### config.mk
export PLATFORM = sky130hd
export DESIGN_NAME = uart_frame_parser
export DESIGN_NICKNAME = d
export VERILOG_FILES = /design/src/rtl/uart_frame_parser.sv
export SDC_FILE = /design/constraint.sdc
export NUM_CORES = 1
export LEC_CHECK = 0
export ABC_AREA = 1
export CAP_MARGIN = 30
export CORE_MARGIN = 2
export CORE_UTILIZATION = 56
export DETAILED_ROUTE_END_ITERATION = 8
export PLACE_DENSITY = 0.77
export SKIP_CTS_REPAIR_TIMING = 1
export SYNTH_ARGS = -nofsm -noshare
export SYNTH_HDL_FRONTEND = slang
export SYNTH_SLANG_ARGS = --single-unit
### constraint.sdc
create_clock -name clk -period 2 [get_ports clk]
set_clock_uncertainty 0.1 [all_clocks]
set_input_delay 0.4 -clock clk [delete_from_list [all_inputs] [get_ports clk]]
set_output_delay 0.4 -clock clk [all_outputs]
set_load 0.05 [all_outputs]
### src/rtl/uart_frame_parser.sv
// Byte-stream framer behind uart_rx: hunts SOF/LEN/payload/checksum frames,
// buffers the payload and releases it downstream only after the checksum matches.
module uart_frame_parser #(
  parameter int         MAX_LEN = 16,
  parameter logic [7:0] SOF     = 8'hA5
) (
  input  logic       clk,
  input  logic       rst_n,
  input  logic [7:0] in_data,
  input  logic       in_valid,
  output logic       in_ready,
  output logic [7:0] out_data,
  output logic       out_valid,
  input  logic       out_ready,
  output logic       out_last,
  output logic       frame_ok,
  output logic       crc_err,
  output logic       len_err
);
  localparam int LW = $clog2(MAX_LEN + 1);

  typedef enum logic [2:0] {HUNT, LEN, PAYLOAD, CHECK, EMIT} state_t;

  state_t        state, state_nxt;
  logic [LW-1:0] len, wr_idx, rd_idx;
  logic [7:0]    sum;
  // Sized to the full index range so every index value is in bounds.
  logic [7:0]    buf_mem [2**LW];
  logic          acc, len_bad, wr_last, rd_last, emit_hs;

  assign acc     = in_valid && in_ready;
  assign len_bad = (in_data == 8'd0) || (in_data > 8'(MAX_LEN));
  assign wr_last = (wr_idx == len - LW'(1));
  assign rd_last = (rd_idx == len - LW'(1));
  assign emit_hs = (state == EMIT) && out_ready;

  always_ff @(posedge clk or negedge rst_n) begin
    if (!rst_n) state <= HUNT;
    else        state <= state_nxt;
  end

  always_comb begin
    state_nxt = state;
    case (state)
      HUNT:    if (acc && in_data == SOF) state_nxt = LEN;
      LEN:     if (acc) state_nxt = len_bad ? HUNT : PAYLOAD;
      PAYLOAD: if (acc && wr_last) state_nxt = CHECK;
      CHECK:   if (acc) state_nxt = (in_data == sum) ? EMIT : HUNT;
      EMIT:    if (emit_hs && rd_last) state_nxt = HUNT;
      default: state_nxt = HUNT;
    endcase
  end

  always_comb begin
    in_ready  = (state != EMIT);
    out_valid = (state == EMIT);
    out_data  = (state == EMIT) ? buf_mem[rd_idx] : 8'd0;
    out_last  = (state == EMIT) && rd_last;
  end

  always_ff @(posedge clk or negedge rst_n) begin
    if (!rst_n) begin
      len      <= '0;
      wr_idx   <= '0;
      rd_idx   <= '0;
      sum      <= '0;
      frame_ok <= 1'b0;
      crc_err  <= 1'b0;
      len_err  <= 1'b0;
    end else begin
      frame_ok <= (state == CHECK) && acc && (in_data == sum);
      crc_err  <= (state == CHECK) && acc && (in_data != sum);
      len_err  <= (state == LEN) && acc && len_bad;
      case (state)
        LEN: if (acc && !len_bad) begin
          len    <= in_data[LW-1:0];
          sum    <= in_data;
          wr_idx <= '0;
        end
        PAYLOAD: if (acc) begin
          sum    <= sum + in_data;
          wr_idx <= wr_idx + LW'(1);
        end
        CHECK: if (acc) rd_idx <= '0;
        EMIT:  if (out_ready) rd_idx <= rd_idx + LW'(1);
        default: ;
      endcase
    end
  end

  // Payload storage carries no reset; contents are only read after a full write.
  always_ff @(posedge clk) begin
    if (state == PAYLOAD && acc) buf_mem[wr_idx] <= in_data;
  end
endmodule

# After elaboration in Yosys (flattened, before gate mapping)
# Memories as Yosys holds them, arrays and structs flattened.
# Cells that the tools add are included.
dict set report totals {
  ff_bits 29
  ramBits 256
  inputBits 12
  out_inout_bits 14
  elab_cells 75
  n_memories 1
}
# memory depth width read_ports rd_clocked_by_memory_dff write_ports line_no
set mem_list {}
lappend mem_list {buf_mem 32 8 1 0 1 28} ;# logic [7:0] buf_mem [2**LW];
dict set report classes {
  addsub 4
  n_lt_le_gt_ge 1
  eq_ne 18
  n_mux 20
  reduce_logical 23
}
# cell n
set op_table {}
lappend op_table {{$mux 8} 3}
lappend op_table {{$mux 5} 4}
lappend op_table {{$pmux 5 s2} 2}
lappend op_table {{$mux 3} 6}
lappend op_table {{$pmux 8 s2} 1}
lappend op_table {{$pmux 3 s5} 1}
lappend op_table {{$logic_and 1x1->1} 13}
lappend op_table {{$add 5x1->5 const B} 2}
lappend op_table {{$eq 5x5->1} 2}
lappend op_table {{$ne 2x2->1 const B} 5}
lappend op_table {{$add 8x8->8} 1}
lappend op_table {{$eq 8x8->1} 1}
lappend op_table {{$eq 8x8->1 const B} 1}
lappend op_table {{$gt 8x5->1 const B} 1}
lappend op_table {{$logic_not 8->1} 1}
lappend op_table {{$ne 8x8->1} 1}
lappend op_table {{$eq 3x2->1 const B} 2}
lappend op_table {{$ne 2x1->1 const B} 3}
lappend op_table {{$reduce_and 3->1} 2}
lappend op_table {{$reduce_and 5->1} 1}
lappend op_table {{$sub 5x1->5 const B} 1}
lappend op_table {{$reduce_bool 2->1} 2}
lappend op_table {{$eq 3x1->1 const B} 1}
lappend op_table {{$eq 3x3->1 const B} 1}
lappend op_table {{7 further kinds} 8}

# Longest topological paths before layout
dict set report logic_depth {
  depth_word 6
  mapped_depth 15
  mapped_depth_nobuf 15
}

# Least setup slack after synthesis
# Ideal clock, no wire load.
dict set report synth_path {
  path_type {reg2out}
  start {register state[0]}
  end {output out_data[0]}
  arrival_ps 2147
  required_time_ps 1500
  setup_slack_ps -647
  path_stages_with_launch 7
  n_path_buf 1
  cell_sequence {dfrtp_1 -> inv_2 -> nand2_1 -> nor2_2 -> clkbuf_1 -> nand2_1 -> nor2_1}
}
dict set report synth_between {
  elab_chain_len 2
}
# item line_no
set synth_rtl {}
lappend synth_rtl {{start, declared} 24} ;# state_t state, state_nxt;
lappend synth_rtl {{start signal, assigned} 39} ;# else state <= state_nxt;
lappend synth_rtl {{$eq 3x3->1} -}
lappend synth_rtl {{via out_valid} 13} ;# output logic out_valid,
lappend synth_rtl {{$mux 8} 57} ;# out_data = (state == EMIT) ? buf_mem[rd_idx] : 8'd0;
lappend synth_rtl {{end, declared} 12} ;# output logic [7:0] out_data,
# The timed path passes the listed nets, and every way through them passes these cells.

# Worst setup path in the final report
dict set report layout_path {
  start {register rd_idx[0]}
  end {output out_data[1]}
}
dict set report layout_between {
  elab_chain_len 2
}
# item line_no
set layout_rtl {}
lappend layout_rtl {{start, declared} 25} ;# logic [LW-1:0] len, wr_idx, rd_idx;
lappend layout_rtl {{start signal, assigned} 85} ;# EMIT: if (out_ready) rd_idx <= rd_idx + LW'(1);
lappend layout_rtl {{$mem_v2 32x8} -}
lappend layout_rtl {{$mux 8} 57}
# Every way passes these cells.

==> out/results.ini <==
[timing]
finalSetupViolCount=14
report.final.hold_viol_count=0
worstMarginPinSlew_ns=0.520
fin_crit_sh=1.51
max_freq_mhz=332
tns_ns=-9.11
rsz0062_at_grt=true
maxSlewViolCount=0
fin_ws_ns=-1.02
finalCriticalPeriod_ns=3.02
max-slew-margin-rel=0.652
whs_ns=0.131

[layout]
utilization=0.702
final_cell_mix=256 x edfxtp_1, 187 x nor2_1, 119 x o21ai_0
drive_above_1_share=0.228
area.growth.synth_to_final_pct=23.8
diodes=0
final_common_cell=edfxtp_1
fill_cells=1401
multiInputGateArea_sq_um=3580
register_area_sq_um=8420
final_nets=1236

[route]
wl_per_cell_microns=21.3
drtPass1Iterations=5
via_count=9122
drt_iter0_drc=1029
drc=0
wl_mm=32.2
drt.antenna.violating_nets=0
vias_per_cell=6.04

[pwr]
peakVddDrop_uv=599
p_sw_mw=5.02
switching_share=0.313
p_clk_frac=0.306
p_seq_frac=0.432
leakagePower_nw=5.63
power.internal_mw=11.0
cellPowerDensity_nw_per_um2=1060
comb_power_share=0.262

[global_routing]
grt_max_degree=42
antenna_found_initial=0
grtUsageTotal=0.262
overflow=0
grt_pass1_wl_mm=47.4
first_global_vias=8742

[setup_path]
crit_required_ns=1.50
crit_type=register to output port
cp.arrival_ns=2.52
worstSetupStartpointType=register
critPathCaptureType=output port
critPathMaxFanout=15

[cts]
cts_tree=built
cts_buffer_depth=3
clockRootBuffer=clkbuf_16
cts.sinks=285
htreeDepth=1
numCtsBuffers=27
clk_pin_slew_ns=0.07
insertion_delay_ns=0.56

[synth]
ys_async_sr_fraction=0.102
synth_top_area_share=0.627
synthTopCellsByArea=edfxtp_1 63%, nor2_1 6.6%, dfrtp_1 5.9%, o21ai_0 5.0%, nand2_1 3.4%
synth-seq-cells=285
synth_area_per_cell_sq_um=11.5
synth_cells=1064
ys_types=39
synth_top_area_cell=edfxtp_1
yosys_warnings=0
synthFlopType=edfxtp_1
seq_area_frac_synth=0.687
syn_area_sq_um=12300
synthesis.nets=1090
synth-edff-count=256

[placement]
place_hpwl_mm=20.3
place.gp.congestion=0.892
port_buffers=25

[floorplan]
die_h_microns=152
die_w_microns=152
rows=54
die_area_sq_um=23100
pin_count=26
initial_utilization=0.567
core_area_sq_um=21600

[run]
maxCapViolCount=0

[min_path]
worstHoldPathType=input pin to async pin

[status]
status=finished, violations left
violations=setup timing

path summary, 6_finish.rpt:
check | to | slack, ns | start | depth (start not counted)
worst max-delay path | out_data[1] | -1.02 | rd_idx[0] | 10
worst min-delay path | rd_idx[4] | 0.13 | rst_n | 2
worst max register to register | state[1] | -0.15 | rd_idx[0] | 13
worst min register to register | sum[5] | 0.41 | sum[5] | 2
max in group asynchronous | rd_idx[0] | 1.35 | rst_n | 2
min in group clk | len[1] | 0.23 | in_data[1] | 3
logic make-up after synthesis:
logic type      count (synthesis)  share of synthesized area
simple gates                  423                      0.146
flops                         285                      0.687
compound gates                240                      0.110
buf+inv                        98                     0.0398
fa+ha+maj                      14                     0.0149
xor+xnor                        4                    0.00286
area by class of cell:
type,instances,area share
inverter,48,0.0130
sequential,285,0.555
multi-input combinational,681,0.236
clock inverter,13,0.00709
timing repair buffer,167,0.117
tap,280,0.0231
clock buffer,36,0.0487
Yosys cell counts (7+ instances only):
master	instances
edfxtp_1	256
nor2_1	215
o21ai_0	123
nand2_1	111
nand3_1	66
inv_1	36
dfrtp_1	29
o211ai_1	26
o22ai_1	25
o21ai_1	24
a21oi_1	21
a22oi_1	15
buf_2	14
clkbuf_1	13
ha_1	13
buf_4	11
inv_2	10
buf_6	7
flip-flops by register name, indices dropped and copies added, names as in the netlist:
| name | cells |
|---|---|
| frame_ok | 1 |
| crc_err | 1 |
| sum | 8 |
| len | 5 |
| rd_idx | 5 |
| buf_mem | 256 |
| state | 3 |
| wr_idx | 5 |
| len_err | 1 |
layer usage:
layer	track usage	part of all wire
met5	0	0
met4	0.121	0.037
met3	0.0462	0.093
met2	0.427	0.49
met1	0.348	0.38
power by group through the flow:
stage	Combinational [mW]	Clock [mW]	Sequential [mW]
global placement	3.65	0	7.03
detailed placement	3.80	0	7.03
floorplan	2.35	0	7.00
global route	4.57	5.15	6.94
finish	4.20	4.90	6.93
CTS	3.84	4.91	6.91
worst max-delay path, cell delays in order (launching register included):
cell and delay (ns):
dfrtp_4 0.57, inv_6 0.13, buf_6 0.16, buf_8 0.15, nor2_1 0.05, o211ai_1 0.19, o211ai_1 0.17, nand3_1 0.12
nand2_1 0.10, nor2_4 0.16, buf_12 0.15
stage by stage:
stage | cell area, sq um | instances | worst slack (ns) | total power [mW]
floorplan | 12300 | 1064 | -0.0462 | 9.35
global placement | 13900 | 1453 | -0.543 | 10.7
detailed placement | 13900 | 1453 | -0.530 | 10.8
CTS | 14700 | 1502 | -1.05 | 15.7
global route | 15200 | 1510 | -1.13 | 16.7
finish | 15200 | 1510 | -1.02 | 16.0
Note: power is estimated with default switching activity, not from simulation.
